<file path="src/rtl/integer_unit_pkg.sv">
// integer_unit_pkg: shared types, default latencies and unit helpers for the integer issue stage.
package integer_unit_pkg;
    typedef enum logic [1:0] {UNIT_ALU = 2'd0, UNIT_BMU = 2'd1, UNIT_MUL = 2'd2, UNIT_DIV = 2'd3} iexu_unit_t;
    typedef logic [3:0]  iexu_valid_t;
    typedef logic [4:0]  iexu_uop_t;
    typedef logic [31:0] data_word_t;
    typedef struct packed {
        logic [31:0] pc;
        logic [4:0]  rd;
    } instr_packet_t;

    localparam int ALU_LATENCY     = 0;
    localparam int BMU_LATENCY_DEF = 1;
    localparam int MUL_LATENCY_DEF = 4;
    localparam int DIV_LATENCY_DEF = 34;

    function automatic int unit_latency(iexu_unit_t u, int bmu_lat, int mul_lat, int div_lat);
        return u == UNIT_ALU ? ALU_LATENCY : u == UNIT_BMU ? bmu_lat : u == UNIT_MUL ? mul_lat : div_lat;
    endfunction

    function automatic iexu_valid_t unit_onehot(iexu_unit_t u);
        return iexu_valid_t'(1) << u;
    endfunction
endpackage

</file>
<file path="src/rtl/writeback_reservation_table.sv">
// writeback_reservation_table: shift register of future result-bus occupancy; bit k busy k cycles ahead.
module writeback_reservation_table #(
    parameter int DEPTH = 36
) (
    input  logic                     clk_i,
    input  logic                     rst_n_i,
    input  logic                     en_i,
    input  logic                     set_i,
    input  logic [$clog2(DEPTH)-1:0] lat_i,
    output logic                     slot_free_o
);
    localparam int IW = $clog2(DEPTH);

    logic [DEPTH-1:0] rsv_q, rsv_d;

    // The slot a new op would hit is one further out, since the table shifts on the same edge.
    assign slot_free_o = !rsv_q[lat_i + IW'(1)];
    assign rsv_d       = (rsv_q >> 1) | (DEPTH'(set_i) << lat_i);

    always_ff @(posedge clk_i or negedge rst_n_i) begin
        if (!rst_n_i) rsv_q <= '0;
        else if (en_i) rsv_q <= rsv_d;
    end
endmodule

</file>
<file path="src/rtl/integer_issue_stage.sv">
// integer_issue_stage: registers one decoded op per cycle into the integer execution unit,
// stalling any op whose result would collide on the shared result bus or hit a busy divider.
module integer_issue_stage
    import integer_unit_pkg::*;
#(
    parameter int MUL_LATENCY = MUL_LATENCY_DEF,
    parameter int BMU_LATENCY = BMU_LATENCY_DEF,
    parameter int DIV_LATENCY = DIV_LATENCY_DEF
) (
    input  logic          clk_i,
    input  logic          rst_n_i,
    input  logic          clk_en_i,
    input  logic          flush_i,
    input  logic          issue_valid_i,
    output logic          issue_ready_o,
    input  iexu_unit_t    unit_i,
    input  iexu_uop_t     operation_i,
    input  instr_packet_t ipacket_i,
    input  data_word_t    operand_1_i,
    input  data_word_t    operand_2_i,
    input  logic          div_idle_i,
    output iexu_valid_t   data_valid_o,
    output iexu_uop_t     operation_o,
    output instr_packet_t ipacket_o,
    output data_word_t    operand_1_o,
    output data_word_t    operand_2_o
);
    localparam int DEPTH = DIV_LATENCY + 2;
    localparam int IW    = $clog2(DEPTH);

    logic [IW-1:0] lat;
    logic          slot_free, div_free, accept;
    iexu_valid_t   data_valid_q, data_valid_d;
    iexu_uop_t     operation_q, operation_d;
    instr_packet_t ipacket_q, ipacket_d;
    data_word_t    operand_1_q, operand_1_d, operand_2_q, operand_2_d;
    logic          div_launch_q, div_launch_d;

    assign lat           = IW'(unit_latency(unit_i, BMU_LATENCY, MUL_LATENCY, DIV_LATENCY));
    // div_idle_i lags the launch by a cycle, so the launch flag masks that window.
    assign div_free      = div_idle_i & !div_launch_q;
    assign issue_ready_o = clk_en_i & !flush_i & slot_free & ((unit_i != UNIT_DIV) | div_free);
    assign accept        = issue_valid_i & issue_ready_o;

    writeback_reservation_table #(.DEPTH(DEPTH)) u_rsv (
        .clk_i       (clk_i),
        .rst_n_i     (rst_n_i),
        .en_i        (clk_en_i),
        .set_i       (accept),
        .lat_i       (lat),
        .slot_free_o (slot_free)
    );

    always_comb begin
        data_valid_d = accept ? unit_onehot(unit_i) : '0;
        operation_d  = accept ? operation_i : operation_q;
        ipacket_d    = accept ? ipacket_i : ipacket_q;
        operand_1_d  = accept ? operand_1_i : operand_1_q;
        operand_2_d  = accept ? operand_2_i : operand_2_q;
        div_launch_d = accept & (unit_i == UNIT_DIV);
    end

    always_ff @(posedge clk_i or negedge rst_n_i) begin
        if (!rst_n_i) begin
            data_valid_q <= '0;
            operation_q  <= '0;
            ipacket_q    <= '0;
            operand_1_q  <= '0;
            operand_2_q  <= '0;
            div_launch_q <= 1'b0;
        end else if (clk_en_i) begin
            data_valid_q <= data_valid_d;
            operation_q  <= operation_d;
            ipacket_q    <= ipacket_d;
            operand_1_q  <= operand_1_d;
            operand_2_q  <= operand_2_d;
            div_launch_q <= div_launch_d;
        end
    end

    assign data_valid_o = data_valid_q;
    assign operation_o  = operation_q;
    assign ipacket_o    = ipacket_q;
    assign operand_1_o  = operand_1_q;
    assign operand_2_o  = operand_2_q;
endmodule

</file>
<file path="config.mk">
export PLATFORM = sky130hd
export DESIGN_NAME = integer_issue_stage
export DESIGN_NICKNAME = d
export VERILOG_FILES = /design/src/rtl/integer_unit_pkg.sv /design/src/rtl/writeback_reservation_table.sv /design/src/rtl/integer_issue_stage.sv
export SDC_FILE = /design/constraint.sdc
export NUM_CORES = 1
export LEC_CHECK = 0
export BUFFER_PORTS_ARGS = -buffer_cell sky130_fd_sc_hd__buf_2
export CORE_ASPECT_RATIO = 0.8
export CORE_MARGIN = 2
export CORE_UTILIZATION = 30
export CTS_CLUSTER_DIAMETER = 60
export DETAILED_ROUTE_END_ITERATION = 7
export GPL_ROUTABILITY_DRIVEN = 1
export PLACE_DENSITY = 0.65
export SLEW_MARGIN = 30
export SYNTH_ARGS = -nofsm -noshare
export SYNTH_HDL_FRONTEND = slang
export SYNTH_SLANG_ARGS = --single-unit
</file>
<file path="constraint.sdc">
create_clock -name clk_i -period 3.3 [get_ports clk_i]
set_input_delay 0.165 -clock clk_i [delete_from_list [all_inputs] [get_ports clk_i]]
set_output_delay 0.165 -clock clk_i [all_outputs]
set_load 0.01 [all_outputs]
</file>
==> flow_summary.yaml <==
finish:
  nets: 781
  area_growth_pct: 55.4
  antenna_cells: 0
  layout_commonest_cell: "buf_2"
  multi_input_area_um2: 1710
  fin_util_pct: 47.2
  seq_area_um2: 3630
  n_fill_cell: 1530
  drive_gt1_share_pct: 53.0
  layout_common_cells: "223 x buf_2, 145 x dfrtp_1, 106 x dlygate4sd3_1"
pwr:
  power_frac_clock_pct: 33.5
  p_per_area_nw_per_um2: 679
  peakVddDrop_v: 0.000357
  p_leak_nw: 4.14
  p_switching_w: 0.00163
  comb_power_share_pct: 23.9
  pwr-share-seq_pct: 42.6
  p_int_w: 0.00417
  total_power_w: 0.00580
  p_sw_share_pct: 28.1
cts:
  numCtsBuffers: 17
  cts_tree: "done"
  clkLatencyLatePin_ns: 0.41
  path_clk_slew_ns: 0.06
  clockBufferDepth: 2
  postCtsResizedCells: 0
  postCtsSetupBuffers: 0
  numClockSinks: 145
  root_buffer: "clkbuf_16"
  holdBufCountCts: 106
  cts_htree_levels: 4
synthesis:
  ys_seq_area_share_pct: 66.1
  yosysWarningCount: 0
  synth-compound-area-share_pct: 0.706
  ys_ff_latch: 145
  synthCells: 329
  synth_cell_types: 23
  muxShareOfSynthArea_pct: 28.5
  synthesis.nets: 443
  syn_avg_cell_area_um2: 16.7
  synthAdderAreaFrac_pct: 0
  synth-simple-area-share_pct: 1.98
  synth_top_family_by_area: "multiplexers"
  yosys.area_share.xor_xnor_pct: 0
  netlist_area_um2: 5490
sta:
  hold_viol_final: 0
  slew_headroom_pct: 66.1
  skew_ns: 0.0126
  min_period_ns: 2.36
  clock.fmax_mhz: 423
  fin_crit_sh_pct: 71.6
  slew_viol_final: 0
  setup_viol: 0
  max_slew.worst_pin.slew_ns: 0.509
  tns_ns: 0
  setup_slack_ns: 0.937
  whs_ns: 0.0376
  rsz0062_at_grt: "no"
critical_path:
  path_max_fanout: 38
  path_cells: "dlygate4sd3_1 > buf_2 > mux2_4 > or3_4 > nand3_4 > buf_12 > mux2_2"
  ff2ff_path_depth: 5
  start_kind: "primary input"
  cpPeakStageDelay_ns: 0.53
  r2r_start: "u_rsv.rsv_q[1]"
  endpoint_kind: "flop"
  r2r_end: "ipacket_o[5]"
  worst_path_max_delay_cell: "dlygate4sd3_1"
  cp_data_required_time_ns: 3.59
  arrival_ns: 2.66
  r2r_slack_ns: 1.01
  path_class: "primary input to flop"
floorplan:
  fp.dieArea_um2: 19400
  start_util_pct: 30.4
  core_area_um2: 18100
  pin_count: 225
  dieWidth_um: 155
  num_rows: 44
  die_y_um: 125
global_routing:
  grt.total_usage_pct: 13.8
  grt_pass1_vias: 4267
  grt_pass1_wl_um: 21100
  grt-ovfl-total: 0
  grt_max_degree: 72
  antenna_found_initial: 0
route:
  totalWireLength_um: 13100
  dr.pass1.iters: 4
  wl_per_cell_um: 14.4
  first_iter_violations: 167
  vias: 3861
  drtAntennaViolNets: 0
  via_per_inst: 4.25
  drc: 0
status:
  outcome: "complete, no violations"
min_path:
  whs_path_depth: 2
  holdPathEnd: "operand_1_o[22]"
  hold_class: "primary input to flop"
  worstHoldStart: "operand_1_i[22]"
placement:
  gp_congestion: 0.791
  dp_worst_setup_slack_ns: 0.863
  hpwlAfterDp_um: 8460
  numPortBuffers: 224
flow_run:
  maxCapViolCount: 0
[cell families after synthesis]
| kind of cell | after synthesis |
|---|---|
| DFF | 145 |
| muxes | 139 |
| buffers and inverters | 22 |
| and+or+nand+nor | 16 |
| AOI/OAI and AO/OA | 7 |
[registers in the layout (all words and copies together), names as in the netlist]
register / cells
ipacket_o: 37
u_rsv.rsv_q: 35
operand_1_o: 32
operand_2_o: 32
operation_o: 5
data_valid_o: 4
[through the flow]
stage | instances | cell area, um2
2_1_floorplan | 329 | 5490
3_3_place_gp | 771 | 6840
3_5_place_dp | 772 | 6870
4_1_cts | 909 | 8530
5_1_grt | 909 | 8530
6_report | 909 | 8530
[cell usage after synthesis]
master	instances	share of area, %
buf_6	5	1.0
nand3_4	1	0.32
o21ai_0	4	0.36
buf_1	4	0.27
nand2_1	4	0.27
nor3_1	1	0.091
inv_1	5	0.34
nor3b_1	2	0.27
or3_1	1	0.11
o22ai_1	2	0.23
dfrtp_1	145	66
mux2_4	1	0.27
mux2_1	40	8.2
nor2_1	2	0.14
mux2_2	96	20
a31oi_1	1	0.11
buf_2	1	0.091
nand4b_1	2	0.32
or3_4	1	0.21
mux2i_1	2	0.36
nand3b_1	1	0.14
buf_4	7	0.96
nor2b_1	1	0.11
[how the worst max path moves through the flow]
| stage | slack (ns) | depth (start not counted) | endpoint | from |
|---|---|---|---|---|
| 2_1_floorplan | 1.45 | 6 | operand_1_o[0] | u_rsv.rsv_q[1] |
| 3_3_place_gp | 0.94 | 6 | operand_1_o[13] | clk_en_i |
| 3_5_place_dp | 0.86 | 6 | operand_2_o[26] | clk_en_i |
| 4_1_cts | 0.96 | 7 | operand_2_o[26] | unit_i[1] |
| 5_1_grt | 0.85 | 7 | ipacket_o[6] | unit_i[1] |
| 6_report | 0.94 | 7 | ipacket_o[5] | unit_i[1] |
[power by group through the flow]
stage / clock network, W / logic (W) / registers (W)
2_1_floorplan: 0 / 0.000428 / 0.00267
3_3_place_gp: 0 / 0.00125 / 0.00246
3_5_place_dp: 0 / 0.00129 / 0.00248
4_1_cts: 0.00201 / 0.00139 / 0.00246
5_1_grt: 0.00208 / 0.00150 / 0.00253
6_report: 0.00194 / 0.00139 / 0.00247
[cell type report]
cell class              count  share of cell area [%]
flip-flops and latches    145                    42.5
repair buffers            336                    26.7
multi-input cells         162                    20.1
clock buffers              21                    5.63
well taps                 230                    3.37
clock inverters            10                    1.45
inverters                   5                   0.220
[routing by layer]
| layer | up-vias | GRT usage, % | share of wire (%) |
|---|---|---|---|
| li1 | 1837 | - | - |
| met1 | 1845 | 15.9 | 42 |
| met2 | 165 | 24.2 | 49 |
| met3 | 14 | 4.68 | 7.1 |
| met4 | 0 | 4.86 | 1.4 |
| met5 | - | 0 | 0 |
[critical path: cells and delay by family]
kind,cells,cell delay [ns]
buffers and inverters,3,0.97
multiplexers,2,0.69
AND/OR/NAND/NOR,2,0.78
No activity file was read; power rests on OpenSTA's default activity.
